--- src/rtl/sonar_ranger_if.sv ---
// sonar_ranger_if: ranging controller pins (enable/echo in, trig/dist_word/valid/busy out); slave = controller, master = sensor-block side
interface sonar_ranger_if;
  logic        enable;
  logic        echo;
  logic        trig;
  logic [31:0] dist_word;
  logic        valid;
  logic        busy;
  modport master (output enable, echo, input trig, dist_word, valid, busy);
  modport slave  (input enable, echo, output trig, dist_word, valid, busy);
endinterface

--- src/rtl/sonar_ranger.sv ---
// sonar_ranger: trigger/echo-width ranging controller; ports clk, reset (sync active-high), bus (sonar_ranger_if.slave); word {timeout, seq[6:0], 2'b0, width[21:0]}; SONAR_MEDIAN3_EN enables median-of-3 width filter
module sonar_ranger #(
  parameter int TRIG_CYCLES    = 500,
  parameter int TIMEOUT_CYCLES = 1500000,
  parameter int PERIOD_CYCLES  = 3000000,
  parameter int CNT_W          = 22
) (
  input logic clk,
  input logic reset,
  sonar_ranger_if.slave bus
);
  typedef enum logic [2:0] {IDLE, TRIG, WAIT_RISE, MEASURE, HOLDOFF} state_t;
  localparam logic [CNT_W-1:0] TRIG_LAST = CNT_W'(TRIG_CYCLES - 1);
  localparam logic [CNT_W-1:0] TO_LAST   = CNT_W'(TIMEOUT_CYCLES - 1);
  localparam logic [CNT_W-1:0] TO_W      = CNT_W'(TIMEOUT_CYCLES);
  localparam logic [CNT_W-1:0] PER_LAST  = CNT_W'(PERIOD_CYCLES - 1);
  localparam logic [CNT_W-1:0] ONE       = CNT_W'(1);
  state_t state_q, state_d;
  logic [2:0] sync_q, sync_d;
  logic [CNT_W-1:0] tmr_q, tmr_d, per_q, per_d, pub_w, filt_w;
  logic [6:0] seq_q, seq_d;
  logic [31:0] word_q, word_d;
  logic trig_q, trig_d, valid_q, valid_d, pub, pub_to, echo_s, rise;
  // sync_q[0..1] is the two-flop synchronizer, sync_q[2] the previous echo_s for edge detect
  assign sync_d = {sync_q[1:0], bus.echo};
  assign echo_s = sync_q[1];
  assign rise   = echo_s & ~sync_q[2];
  // tmr times TRIG, the WAIT_RISE timeout and the echo width; per runs from TRIG entry
  always_comb begin
    state_d = state_q;
    tmr_d   = tmr_q + ONE;
    per_d   = per_q + ONE;
    pub     = 1'b0;
    pub_to  = 1'b0;
    pub_w   = '0;
    case (state_q)
      IDLE: begin
        tmr_d = '0;
        per_d = '0;
        state_d = bus.enable ? TRIG : IDLE;
      end
      TRIG: if (tmr_q == TRIG_LAST) begin
        state_d = WAIT_RISE;
        tmr_d = '0;
      end
      WAIT_RISE: if (rise) begin
        state_d = MEASURE;
        tmr_d = ONE;
      end else if (tmr_q == TO_LAST) begin
        state_d = HOLDOFF;
        pub = 1'b1;
        pub_to = 1'b1;
      end
      MEASURE: if (!echo_s) begin
        state_d = HOLDOFF;
        pub = 1'b1;
        pub_w = tmr_q;
      end else if (tmr_q == TO_LAST) begin
        state_d = HOLDOFF;
        pub = 1'b1;
        pub_to = 1'b1;
        pub_w = TO_W;
      end
      HOLDOFF: if (per_q == PER_LAST) begin
        state_d = bus.enable ? TRIG : IDLE;
        tmr_d = '0;
        per_d = '0;
      end
      default: state_d = IDLE;
    endcase
  end
`ifdef SONAR_MEDIAN3_EN
  logic [CNT_W-1:0] h0_q, h0_d, h1_q, h1_d, lo, hi;
  logic [1:0] n_q, n_d;
  logic upd;
  always_comb begin
    lo     = pub_w < h0_q ? pub_w : h0_q;
    hi     = pub_w < h0_q ? h0_q : pub_w;
    filt_w = (!pub_to && n_q == 2'd2) ? (h1_q < lo ? lo : h1_q > hi ? hi : h1_q) : pub_w;
    upd    = pub & ~pub_to;
    h0_d   = upd ? pub_w : h0_q;
    h1_d   = upd ? h0_q : h1_q;
    n_d    = (upd && n_q != 2'd2) ? n_q + 2'd1 : n_q;
  end
  always_ff @(posedge clk) begin
    if (reset) begin
      h0_q <= '0;
      h1_q <= '0;
      n_q  <= '0;
    end else begin
      h0_q <= h0_d;
      h1_q <= h1_d;
      n_q  <= n_d;
    end
  end
`else
  assign filt_w = pub_w;
`endif
  always_comb begin
    word_d  = pub ? {pub_to, seq_q, 2'b00, 22'(filt_w)} : word_q;
    valid_d = pub;
    seq_d   = seq_q + 7'(pub);
    trig_d  = state_q == TRIG;
  end
  always_ff @(posedge clk) begin
    if (reset) begin
      state_q <= IDLE;
      sync_q  <= '0;
      tmr_q   <= '0;
      per_q   <= '0;
      seq_q   <= '0;
      word_q  <= '0;
      trig_q  <= 1'b0;
      valid_q <= 1'b0;
    end else begin
      state_q <= state_d;
      sync_q  <= sync_d;
      tmr_q   <= tmr_d;
      per_q   <= per_d;
      seq_q   <= seq_d;
      word_q  <= word_d;
      trig_q  <= trig_d;
      valid_q <= valid_d;
    end
  end
  assign bus.trig      = trig_q;
  assign bus.dist_word = word_q;
  assign bus.valid     = valid_q;
  assign bus.busy      = state_q != IDLE;
endmodule
--- src/flat_wrapper.sv ---
// flat-port wrapper written by rule: the top's interface ports become plain ports
module sonar_ranger_flat 
#(
  parameter int TRIG_CYCLES    = 500,
  parameter int TIMEOUT_CYCLES = 1500000,
  parameter int PERIOD_CYCLES  = 3000000,
  parameter int CNT_W          = 22
)
  (clk, reset, bus_enable, bus_echo, bus_trig, bus_dist_word, bus_valid, bus_busy);
  sonar_ranger_if bus_i ();
  input logic clk;
  input logic reset;
  input wire logic [$bits(bus_i.enable)-1:0] bus_enable;
  input wire logic [$bits(bus_i.echo)-1:0] bus_echo;
  output wire logic [$bits(bus_i.trig)-1:0] bus_trig;
  output wire logic [$bits(bus_i.dist_word)-1:0] bus_dist_word;
  output wire logic [$bits(bus_i.valid)-1:0] bus_valid;
  output wire logic [$bits(bus_i.busy)-1:0] bus_busy;
  assign bus_i.enable = bus_enable;
  assign bus_i.echo = bus_echo;
  assign bus_trig = bus_i.trig;
  assign bus_dist_word = bus_i.dist_word;
  assign bus_valid = bus_i.valid;
  assign bus_busy = bus_i.busy;
  sonar_ranger #(.TRIG_CYCLES(TRIG_CYCLES), .TIMEOUT_CYCLES(TIMEOUT_CYCLES), .PERIOD_CYCLES(PERIOD_CYCLES), .CNT_W(CNT_W)) u_core (.clk(clk), .reset(reset), .bus(bus_i));
endmodule
--- config.mk ---
export PLATFORM = sky130hd
export DESIGN_NAME = sonar_ranger_flat
export DESIGN_NICKNAME = d
export VERILOG_FILES = /design/src/rtl/sonar_ranger_if.sv /design/src/rtl/sonar_ranger.sv /design/src/flat_wrapper.sv
export SDC_FILE = /design/constraint.sdc
export NUM_CORES = 1
export LEC_CHECK = 0
export BUFFER_PORTS_ARGS = -buffer_cell sky130_fd_sc_hd__buf_2
export CAP_MARGIN = 25
export CORE_ASPECT_RATIO = 0.9
export CORE_MARGIN = 10
export CORE_UTILIZATION = 35
export DETAILED_ROUTE_END_ITERATION = 6
export PLACE_DENSITY = 0.51
export SLEW_MARGIN = 5
export SYNTH_ARGS = -nofsm -noshare
export SYNTH_HDL_FRONTEND = slang
export SYNTH_SLANG_ARGS = --single-unit
--- constraint.sdc ---
create_clock -name clk -period 3.1 [get_ports clk]
set_input_delay 0.62 -clock clk [delete_from_list [all_inputs] [get_ports clk]]
set_output_delay 0.62 -clock clk [all_outputs]
set_load 0.1 [all_outputs]
# Word-level counts from Yosys, hierarchy flattened
# Cells that the tools add are included.
dict set report op_classes {
  n_addsub 3
  n_eq_ne 9
  mux 22
  bitwise 2
  n_reduce_logical 3
}
# operator n
set op_table {}
lappend op_table {{$mux W22} 6}
lappend op_table {{$pmux W22 S4} 1}
lappend op_table {{$add A22 B1 Y22 const B} 2}
lappend op_table {{$pmux W22 S2} 1}
lappend op_table {{$eq A22 B21 Y1 const B} 1}
lappend op_table {{$eq A22 B22 Y1 const B} 1}
lappend op_table {{$eq A22 B9 Y1 const B} 1}
lappend op_table {{$mux W21} 1}
lappend op_table {{$mux W3} 5}
lappend op_table {{$pmux W3 S5} 1}
lappend op_table {{$add A7 B1 Y7} 1}
lappend op_table {{$eq A3 B2 Y1 const B} 2}
lappend op_table {{$mux W1} 5}
lappend op_table {{$pmux W1 S2} 2}
lappend op_table {{$eq A3 B1 Y1 const B} 1}
lappend op_table {{$eq A3 B3 Y1 const B} 1}
lappend op_table {{$logic_not A3 Y1} 1}
lappend op_table {{$reduce_bool A3 Y1} 1}
lappend op_table {{$ne A2 B1 Y1 const B} 1}
lappend op_table {{$ne A2 B2 Y1 const B} 1}
lappend op_table {{$reduce_and A2 Y1} 1}
lappend op_table {{$and A1 B1 Y1} 1}
lappend op_table {{$not A1 Y1} 1}
dict set report totals {
  register_bits 89
  in_bits 4
  out_inout_bits 35
  elab_cells 47
}

# Longest topological paths before layout
# Gate-level depths: netlist of the first run.
dict set report depth {
  word_depth 5
  mapped_depth 11
  mapped_depth_nobuf 11
}

# Least setup slack after synthesis of the first run
# Ideal clock, no wire load.
dict set report synth_timing {
  path_kind {register -> register}
  startpoint {register u_core.tmr_q[14]}
  endpoint {register u_core.seq_q[6]}
  setup_time_ps 128
  arrival_ps 2336
  required_ps 2972
  path_slack_ps 636
  stages_incl_launch_ff 12
  path_buffers 1
  synth_period_minus_slack_ps 2464
  path_cell_list {dfxtp_1 > buf_4 > nand3_1 > or4_4 > or3_4 > nand2_1 > ha_1 > ha_1 > and3_1 > nand3_1 > xor2_1 > nor2_1}
}
dict set report synth_between {
  elab_chain_len 5
  word_cells_on_any_way 6
  classes_between {add/sub: 1; eq/ne: 1; mux: 4}
}
# item line
set synth_lines {}
lappend synth_lines {{from (decl)} sonar_ranger.sv:20} ;# logic [CNT_W-1:0] tmr_q, tmr_d, per_q, per_d, pub_w, filt_w;
lappend synth_lines {{from (signal assigned)} sonar_ranger.sv:118} ;# tmr_q <= tmr_d;
lappend synth_lines {{$eq A22 B21 Y1 (*)} {sonar_ranger.sv:49, sonar_ranger.sv:58}}
lappend synth_lines {{$mux W1 (*)} {sonar_ranger.sv:49, sonar_ranger.sv:58}}
lappend synth_lines {{$mux W1 (on tied branches)} {sonar_ranger.sv:54, sonar_ranger.sv:46}}
lappend synth_lines {{$pmux W1 S2 (*)} sonar_ranger.sv:36} ;# case (state_q)
lappend synth_lines {{net u_core.pub} sonar_ranger.sv:23} ;# logic trig_q, trig_d, valid_q, valid_d, pub, pub_to, echo_s, rise;
lappend synth_lines {{$add A7 B1 Y7 (*)} sonar_ranger.sv:102} ;# seq_d = seq_q + 7'(pub);
lappend synth_lines {{to (signal assigned)} sonar_ranger.sv:120} ;# seq_q <= seq_d;
lappend synth_lines {{to (decl)} sonar_ranger.sv:21} ;# logic [6:0] seq_q, seq_d;
# The timed path passes the listed nets; every way through them passes the cells marked *.
# A chain may end at the register's enable or synchronous reset.

# Worst setup path in the final report of the first run
dict set report layout_timing {
  startpoint {register u_core.tmr_q[13]}
  endpoint {register u_core.seq_q[6]}
}
# Same word-level chain as after synthesis.

==> flow_metrics.tcl, run 1 <==
set metrics [dict create \
    synth_mux_area_share_pct 0.274 \
    met3_length_um 486 \
    synth_cell_types 50 \
    htreeDepth 3 \
    postCtsHoldBufs 0 \
    gp_congestion 0.789 \
    core_um2 10200 \
    netSwitchingFraction_pct 29.8 \
    power.share.clock_pct 41.1 \
    worstPathRequired_ps 3310 \
    final_cell_mix "89 x dfxtp_1, 61 x nor2_1, 36 x xor2_1, 36 x buf_2, 28 x nand3_1" \
    cts_sinks 89 \
    dieArea_um2 14900 \
    drt-pass1-iter-count 4 \
    ioPinCount 39 \
    detail-route-antenna-nets 0 \
    nets 415 \
    rows 35 \
    hold_class "flop to flop" \
    syn_area_per_cell_um2 9.60 \
    drc 0 \
    syn_inst 380 \
    routed.top_layer "met4" \
    grt_pass1_wl_um 13400 \
    n_antenna_cell 0 \
    seq_area_frac_synth_pct 48.9 \
    placed_cells 524 \
    cts_tree "done" \
    max_freq_mhz 373 \
    maxSlewHeadroom_pct 43.8 \
    io_buffers 36 \
    yosys.area_share.xor_xnor_pct 10.8 \
    p_per_area_nw_per_um2 639 \
    cts_setup_buffers 0 \
    cts_resized 0 \
    final_common_cell "dfxtp_1" \
    p_total_mw 2.69 \
    synth-compound-area-share_pct 11.6 \
    final_layout_size_suffix_gt1_share_pct 17.2 \
    hold_viol_final 0 \
    synthAdderAreaFrac_pct 1.37 \
    clk_pin_slew_ps 70 \
    tns_ps 0 \
    crit_type "flop to flop" \
    slew_violations 0 \
    grt_use_total_pct 11.1 \
    wl_met2_um 3230 \
    met1_length_um 4120 \
    wirelength_um 7970 \
    syn_area_um2 3650 \
    critPathLaunchType "flop" \
    avgViaCountPerCell 5.06 \
    post_drt_wl_per_cell_um 14.7 \
    clockBufferDepth 2 \
    fin_crit_ps 2680 \
    finalSetupViolCount 0 \
    n_fill_cell 986 \
    die_y_um 117 \
    clk_latency_ps 340 \
    start_util_pct 35.7 \
    yosys_register_bits 89 \
    grt_pass1_vias 2592 \
    antenna_found_initial 0 \
    die_x_um 128 \
    fin_crit_sh_pct 86.5 \
    tightest_slew_ps 836 \
    worstPathMaxFanout 8 \
    skew_ps 6.31 \
    critPathCaptureType "flop" \
    synthFlopType "dfxtp_1" \
    status "completed" \
    cts_buffers 9 \
    yosysWarnings 0 \
    worstPathArrival_ps 2890 \
    p_seq_share_pct 45.5 \
    irDropWorstVdd_uv 340 \
    rsz0062_at_grt "false" \
    p_comb_share_pct 13.4 \
    synthArstFlopShare_pct 0 \
    synthSimpleGateAreaFrac_pct 23.9 \
    vias 2735 \
    grt_max_degree 25 \
    synth_edf_count 0 \
    synth_top_family_by_area "simple AND/OR/NAND/NOR gates" \
    root_buffer "clkbuf_16" \
    instances_no_fill 541 \
    grt_remaining_overflow 0 \
    cap_violations 0 \
    p_sw_mw 0.801 \
    syn2layout_area_growth_pct 15.5 \
    internal_power_mw 1.89 \
    drt_iter0_drc 245 \
    p_leak_nw 1.64 \
    dp_hpwl_um 5550 \
]
layer usage:
metal | global-route usage (%) | vias to the layer above
li1 | - | 1401
met1 | 15.0 | 1267
met2 | 15.3 | 56
met3 | 4.19 | 11
met4 | 4.57 | 0
met5 | 0 | -
critical path, stage by stage, from the launching register on:
cell and delay [ps]:
dfxtp_1 460, nand3_1 140, or4_4 590, or3_4 450, nand2_1 90, ha_1 160
ha_1 170, and3_1 200, nand3_1 100, xor2_1 150, nor2_1 50
cells in the mapped netlist, drive strengths merged (2+ instances only):
cell | instances | area share, %
dfxtp | 89 | 49
nor2 | 61 | 6.3
xor2 | 36 | 8.6
nand3 | 28 | 3.8
a22o | 18 | 4.3
clkbuf | 16 | 1.6
nand2 | 14 | 1.4
and3 | 12 | 2.1
nand4 | 12 | 2.1
o221a | 10 | 3.1
xnor2 | 9 | 2.2
and4 | 7 | 1.7
buf | 7 | 1.2
nor2b | 7 | 1.2
a21oi | 4 | 0.86
ha | 4 | 1.4
inv | 3 | 0.31
nand2b | 3 | 0.51
nor3 | 3 | 0.69
nor4 | 3 | 0.51
o21ai | 3 | 0.41
a21o | 2 | 0.41
and2 | 2 | 0.34
nand3b | 2 | 0.41
nor4b | 2 | 0.48
nor4bb | 2 | 0.55
o22ai | 2 | 0.34
or3 | 2 | 0.48
power groups by stage:
stage	combinational, mW	clock (mW)	sequential (mW)
2_1_floorplan	0.217	0	1.33
3_3_place_gp	0.364	0	1.25
3_5_place_dp	0.362	0	1.25
4_1_cts	0.365	1.13	1.22
5_1_grt	0.393	1.18	1.23
6_report	0.361	1.11	1.22
registers in the layout, indices dropped and copies added (netlist names):
signal                count
u_core.bus.trig           1
u_core.seq_q              7
u_core.bus.valid          1
u_core.per_q             22
u_core.tmr_q             22
u_core.bus.dist_word     30
u_core.state_q            3
u_core.sync_q             3
final timing paths:
kind	depth (start not counted)	from	to	slack, ps
max	10	u_core.tmr_q[13]	u_core.seq_q[6]	420
min	1	u_core.sync_q[0]	u_core.sync_q[1]	440
max reg2reg	10	u_core.tmr_q[13]	u_core.seq_q[6]	420
min reg2reg	1	u_core.sync_q[0]	u_core.sync_q[1]	440
logic make-up after synthesis:
logic type      after synthesis
xor+xnor                     45
compound gates               49
buf+inv                      26
mux                           1
other cells                   1
simple gates                165
flops                        89
fa+ha+maj                     4
stage by stage:
| stage | utilization [%] | setup WS (ps) | instance area [um2] | hold WS, ps |
|---|---|---|---|---|
| 2_1_floorplan | - | 636 | 3650 | 414 |
| 3_3_place_gp | 38.2 | 449 | 3900 | 428 |
| 3_5_place_dp | 38.2 | 405 | 3900 | 430 |
| 4_1_cts | 41.2 | 394 | 4200 | 445 |
| 5_1_grt | 41.3 | 203 | 4210 | 462 |
| 6_report | 41.3 | 419 | 4210 | 439 |
layout make-up:
class	count	area (um2)	share of cell area (%)
clock buffer	9	225	5.35
clock inverter	7	77.6	1.84
inverter	3	11.3	0.267
multi-input combinational	266	1750	41.6
sequential	89	1780	42.3
tap	129	161	3.83
timing repair buffer	38	201	4.78
Power figures use the tool's default switching activity.
==> run 2: changes to the inputs <==
PLACE_DENSITY = 0.57   (was 0.51)
clock period = 2.7 ns   (was 3.1 ns; I/O delays follow)
==> run 2 against run 1 <==
Compared with the run above: core utilization rose by 1.8 points; highest routed layer unchanged; non-clock buffer count grew 20; sequential power grew 14%; design area increased by 4.4%.
==> flow_metrics.tcl, run 2 (synthesis results as in run 1) <==
set metrics [dict create \
    status "completed" \
    antenna_found_initial 0 \
    grt_use_met2_pct 16.3 \
    critPathCaptureType "flop" \
    met3_usage_pct 4.05 \
    clk_latency_ps 340 \
    grt_pass1_wl_um 13200 \
    grt_use_met1_pct 14.3 \
    grt_remaining_overflow 0 \
    power.share.clock_pct 42.9 \
    grt_max_degree 25 \
    skew_ps 6.73 \
    finalInstanceArea_um2 4400 \
    largest_reg_flops 30 \
    gp_congestion 0.806 \
    n_antenna_cell 0 \
    start_util_pct 35.7 \
    pre_cts_ws_ps 128 \
    final_cell_mix "88 x dfxtp_1, 61 x nor2_1, 36 x xor2_1, 36 x buf_2, 28 x nand3_1" \
    cts_tree "done" \
    finalSetupViolCount 0 \
    ioPinCount 39 \
    dieArea_um2 14900 \
    avgViaCountPerCell 4.98 \
    drt_iter0_drc 185 \
    crit_chain "nand3b_1, or4_4, or3_4, nand2_1, ha_1, ha_1, and3_1, nand3_1, xor2_1, nor2_1" \
    grt_pass1_vias 2652 \
    p_per_area_nw_per_um2 735 \
    slew_violations 0 \
    irDropWorstVdd_uv 343 \
    critPathMaxStageDelay_ps 540 \
    hold_viol_final 0 \
    cap_violations 0 \
    die_x_um 128 \
    drc 0 \
    rows 35 \
    n_fill_cell 990 \
    detail-route-antenna-nets 0 \
    tns_ps 0 \
    vias 2794 \
    fin_crit_sh_pct 94.8 \
    holdWs_ps 411 \
    syn2layout_area_growth_pct 20.6 \
    dp_hpwl_um 5700 \
    final_common_cell "dfxtp_1" \
    cp_common_cell "ha_1" \
    clk_pin_slew_ps 60 \
    final_layout_size_suffix_gt1_share_pct 21.3 \
    worstPathRequired_ps 2920 \
    maxSlewHeadroom_pct 41.9 \
    grt.busiest_layer "met2" \
    root_buffer "clkbuf_16" \
    postCtsHoldBufs 0 \
    nets 435 \
    htreeDepth 3 \
    post_drt_wl_per_cell_um 14.3 \
    hold_class "input port to flop" \
    postPlaceCellArea_um2 4060 \
    netSwitchingFraction_pct 27.3 \
    max_freq_mhz 391 \
    critPathLaunchType "flop" \
    tightest_slew_ps 868 \
    p_comb_share_pct 14.1 \
    die_y_um 117 \
    rsz0062_at_grt "false" \
    p_sw_mw 0.884 \
    worstPathMaxFanout 5 \
    grt_use_total_pct 11.0 \
    cts_buffers 9 \
    slowest_stage "or4_4" \
    p_leak_nw 1.77 \
    cts_sinks 89 \
    wirelength_um 8020 \
    p_total_mw 3.23 \
    instances_no_fill 561 \
    io_buffers 36 \
    postLayoutCoreUtil_pct 43.1 \
    crit_type "flop to flop" \
    internal_power_mw 2.35 \
    setup_ws_ps 140 \
    placed_cells 545 \
    clockBufferDepth 2 \
    fin_crit_ps 2560 \
    worstPathArrival_ps 2780 \
    p_seq_share_pct 43.0 \
    drt-pass1-iter-count 4 \
    core_um2 10200 \
]
-- run 2: what timing repair did --
item | in CTS | in global routing
endpoints found under the setup margin | 0 | 1
setup buffers | 0 | 0
gates resized for setup | 0 | 1
-- run 2: cell type report --
class / count / area, um2 / area share, %
Multi-Input combinational cell: 266 / 1750 / 39.9
Sequential cell: 89 / 1780 / 40.5
Inverter: 3 / 11.3 / 0.256
Clock buffer: 12 / 267 / 6.06
Tap cell: 129 / 161 / 3.67
Timing Repair Buffer: 58 / 349 / 7.94
Clock inverter: 4 / 73.8 / 1.68
-- run 2: path summary, 6_finish.rpt --
| check | end | slack [ps] | start | cells past startpoint |
|---|---|---|---|---|
| worst max-delay path | u_core.seq_q[6] | 140 | u_core.tmr_q[20] | 10 |
| worst min-delay path | u_core.sync_q[0] | 410 | bus_echo | 2 |
| worst max register to register | u_core.seq_q[6] | 140 | u_core.tmr_q[20] | 10 |
| worst min register to register | u_core.sync_q[1] | 430 | u_core.sync_q[0] | 1 |
-- run 2: power groups by stage --
| stage | Sequential (mW) | Clock (mW) | Combinational (mW) |
|---|---|---|---|
| detailed placement | 1.42 | 0 | 0.457 |
| global route | 1.40 | 1.47 | 0.492 |
| global placement | 1.42 | 0 | 0.455 |
| floorplan | 1.53 | 0 | 0.249 |
| finish | 1.39 | 1.39 | 0.454 |
| CTS | 1.39 | 1.42 | 0.462 |
-- run 2: routing by layer --
metal  wire length (um)  share of wire (%)
met1               3990                 50
met2               3440                 43
met3                474                5.9
met4                111                1.4
met5                  0                  0
-- run 2: critical path: cells and delay by family (launching register included) --
kind | cells | cell delay [ps]
XOR/XNOR | 1 | 140
AND/OR/NAND/NOR | 7 | 1550
flip-flops | 1 | 430
adder cells (fa/ha/maj) | 2 | 330
==> run 3: changes to the inputs <==
ABC_AREA = 1   (was unset)
CELL_PAD_IN_SITES_DETAIL_PLACEMENT = 1   (was unset)
CELL_PAD_IN_SITES_GLOBAL_PLACEMENT = 1   (was unset)
PLACE_DENSITY = 0.72   (was 0.57)
==> run 3 against run 2 <==
Compared with the run above: combinational power shrank 31%; clock power shrank 9%; wire length grew 57%; via count grew 48%; highest routed layer unchanged.
==> flow_metrics.tcl, run 3 <==
set metrics [dict create \
    worstPathArrival_ps 2610 \
    drt_iter0_drc 188 \
    final_common_cell "nor2_1" \
    root_buffer "clkbuf_16" \
    worstPathRequired_ps 2920 \
    syn_area_um2 4380 \
    synth_area_leaders "dfxtp_1 41%, nor2_1 13%, nand2_1 9.3%" \
    detail-route-antenna-nets 0 \
    max_freq_mhz 419 \
    die_y_um 126 \
    start_util_pct 36.0 \
    syn2layout_area_growth_pct 14.2 \
    final_cell_mix "147 x nor2_1, 108 x nand2_1, 89 x dfxtp_1, 87 x inv_1, 68 x nand3_1" \
    syn_inst 650 \
    die_x_um 138 \
    synthFlopType "dfxtp_1" \
    ioPinCount 39 \
    yosysTopAreaCell "dfxtp_1" \
    clockBufferDepth 2 \
    tns_ps 0 \
    rows 38 \
    clk_pin_slew_ps 60 \
    grt_pass1_wl_um 21500 \
    core_um2 12200 \
    post_drt_wl_per_cell_um 14.9 \
    yosys_register_bits 89 \
    p_sw_mw 0.799 \
    crit_start "u_core.tmr_q[4]" \
    io_buffers 36 \
    crit_type "flop to flop" \
    slowest_stage "dfxtp_1" \
    rsz0062_at_grt "false" \
    final_layout_size_suffix_gt1_share_pct 11.2 \
    seq_area_frac_synth_pct 40.7 \
    holdWs_ps 400 \
    dp_hpwl_um 9500 \
    syn_area_per_cell_um2 6.74 \
    cts_setup_buffers 0 \
    dieArea_um2 17400 \
    critPathMaxStageDelay_ps 450 \
    grt_pass1_vias 4300 \
    irDropWorstVdd_uv 296 \
    hold_viol_final 0 \
    cts_buffers 9 \
    cts_sinks 89 \
    p_per_area_nw_per_um2 588 \
    crit_chain "nand2_1, nor3_1, nand4_1, nand2_4, ha_1, ha_1, nand2_1, nor2_1, nand2_1, o21ai_0, a21oi_1" \
    maxSlewHeadroom_pct 58.9 \
    cts_tree "done" \
    drt-pass1-iter-count 4 \
    p_comb_share_pct 10.6 \
    tightest_slew_ps 615 \
    yosysWarnings 0 \
    drc 0 \
    skew_ps 5.06 \
    synth_cell_types 31 \
    htreeDepth 3 \
    hold_class "input port to flop" \
    nets 691 \
    slew_violations 0 \
    vias 4138 \
    cap_violations 0 \
    hold_path_startpoint "bus_echo" \
    power.share.clock_pct 43.3 \
    gp_congestion 0.890 \
    internal_power_mw 2.14 \
    synth.most_common_cell "nor2_1" \
    grt_max_degree 38 \
    worstPathMaxFanout 9 \
    grt_remaining_overflow 0 \
    avgViaCountPerCell 4.88 \
    synthDominantCellAreaShare_pct 40.7 \
    n_antenna_cell 0 \
    n_fill_cell 1636 \
    grt_use_total_pct 15.2 \
    p_leak_nw 1.96 \
    antenna_found_initial 0 \
    finalSetupViolCount 0 \
    fin_crit_sh_pct 88.4 \
    status "completed" \
    clk_latency_ps 350 \
    postCtsHoldBufs 0 \
    critPathCaptureType "flop" \
    netSwitchingFraction_pct 27.2 \
    wirelength_um 12600 \
    fin_crit_ps 2390 \
    synthArstFlopShare_pct 0 \
    critPathLaunchType "flop" \
    ys_top_cells_by_count "148 x nor2_1, 108 x nand2_1, 89 x dfxtp_1, 87 x inv_1, 69 x nand3_1" \
    p_seq_share_pct 46.1 \
    cp_common_cell "nand2_1" \
    largest_reg_flops 30 \
    r2r_start "u_core.tmr_q[4]" \
    synth_edf_count 0 \
]
-- run 3: critical path, delay by kind of cell, from the launching register on --
family / cells / cell delay (ps)
and+or+nand+nor: 7 / 1210
DFF: 1 / 450
adders and majority gates: 2 / 350
AOI/OAI and AO/OA: 2 / 240
-- run 3: cells by family (layout without fill, tap and decap cells) --
kind of cell	after synthesis	in the layout	synth area share, %
simple gates	374	374	37.3
compound gates	46	46	5.46
xor+xnor	25	25	5.00
flops	89	89	40.7
other cells	1	2	0.0856
buf+inv	111	148	10.4
fa+ha+maj	4	4	1.14
-- run 3: layout make-up --
type / instances / area (um2) / area share [%]
clock buffer: 11 / 243 / 4.85
inverter: 90 / 338 / 6.76
sequential: 89 / 1780 / 35.6
clock inverter: 5 / 55.1 / 1.10
tap: 160 / 200 / 4.00
multi-input combinational: 451 / 2160 / 43.1
timing repair buffer: 42 / 225 / 4.50
-- run 3: metrics by stage --
| step | total power [mW] | cells | instance area (um2) | setup slack [ps] | utilization, % |
|---|---|---|---|---|---|
| 2_1_floorplan | 1.64 | 651 | 4380 | 505 | - |
| 3_3_place_gp | 1.69 | 832 | 4690 | 405 | 38.5 |
| 3_5_place_dp | 1.70 | 832 | 4690 | 241 | 38.5 |
| 4_1_cts | 2.98 | 848 | 4990 | 199 | 41.0 |
| 5_1_grt | 3.06 | 848 | 5000 | 40.7 | 41.1 |
| 6_report | 2.94 | 848 | 5000 | 314 | 41.1 |
-- run 3: what timing repair did --
item	in CTS	in global routing
setup endpoints to repair	0	2
hold endpoints to repair	0	0
gates resized for setup	0	3
-- run 3: final timing paths --
path | end | slack [ps] | depth (start not counted)
min | u_core.sync_q[0] | 400 | 3
max | u_core.seq_q[6] | 310 | 11
min reg2reg | u_core.sync_q[1] | 410 | 2
max reg2reg | u_core.seq_q[6] | 310 | 11
-- run 3: layer usage --
metal,GRT usage (%),up-vias,wire length (um)
li1,-,2097,-
met1,18.9,1979,5950
met2,24.7,40,6010
met3,3.93,22,391
met4,5.58,0,273
met5,0,-,0
-- run 3: power by group through the flow --
| stage | sequential, mW | clock (mW) | combinational [mW] |
|---|---|---|---|
| after global placement | 1.38 | 0 | 0.309 |
| after global routing | 1.36 | 1.36 | 0.344 |
| final | 1.36 | 1.27 | 0.311 |
| after CTS | 1.36 | 1.31 | 0.316 |
| after detailed placement | 1.39 | 0 | 0.314 |
| after floorplan | 1.43 | 0 | 0.204 |
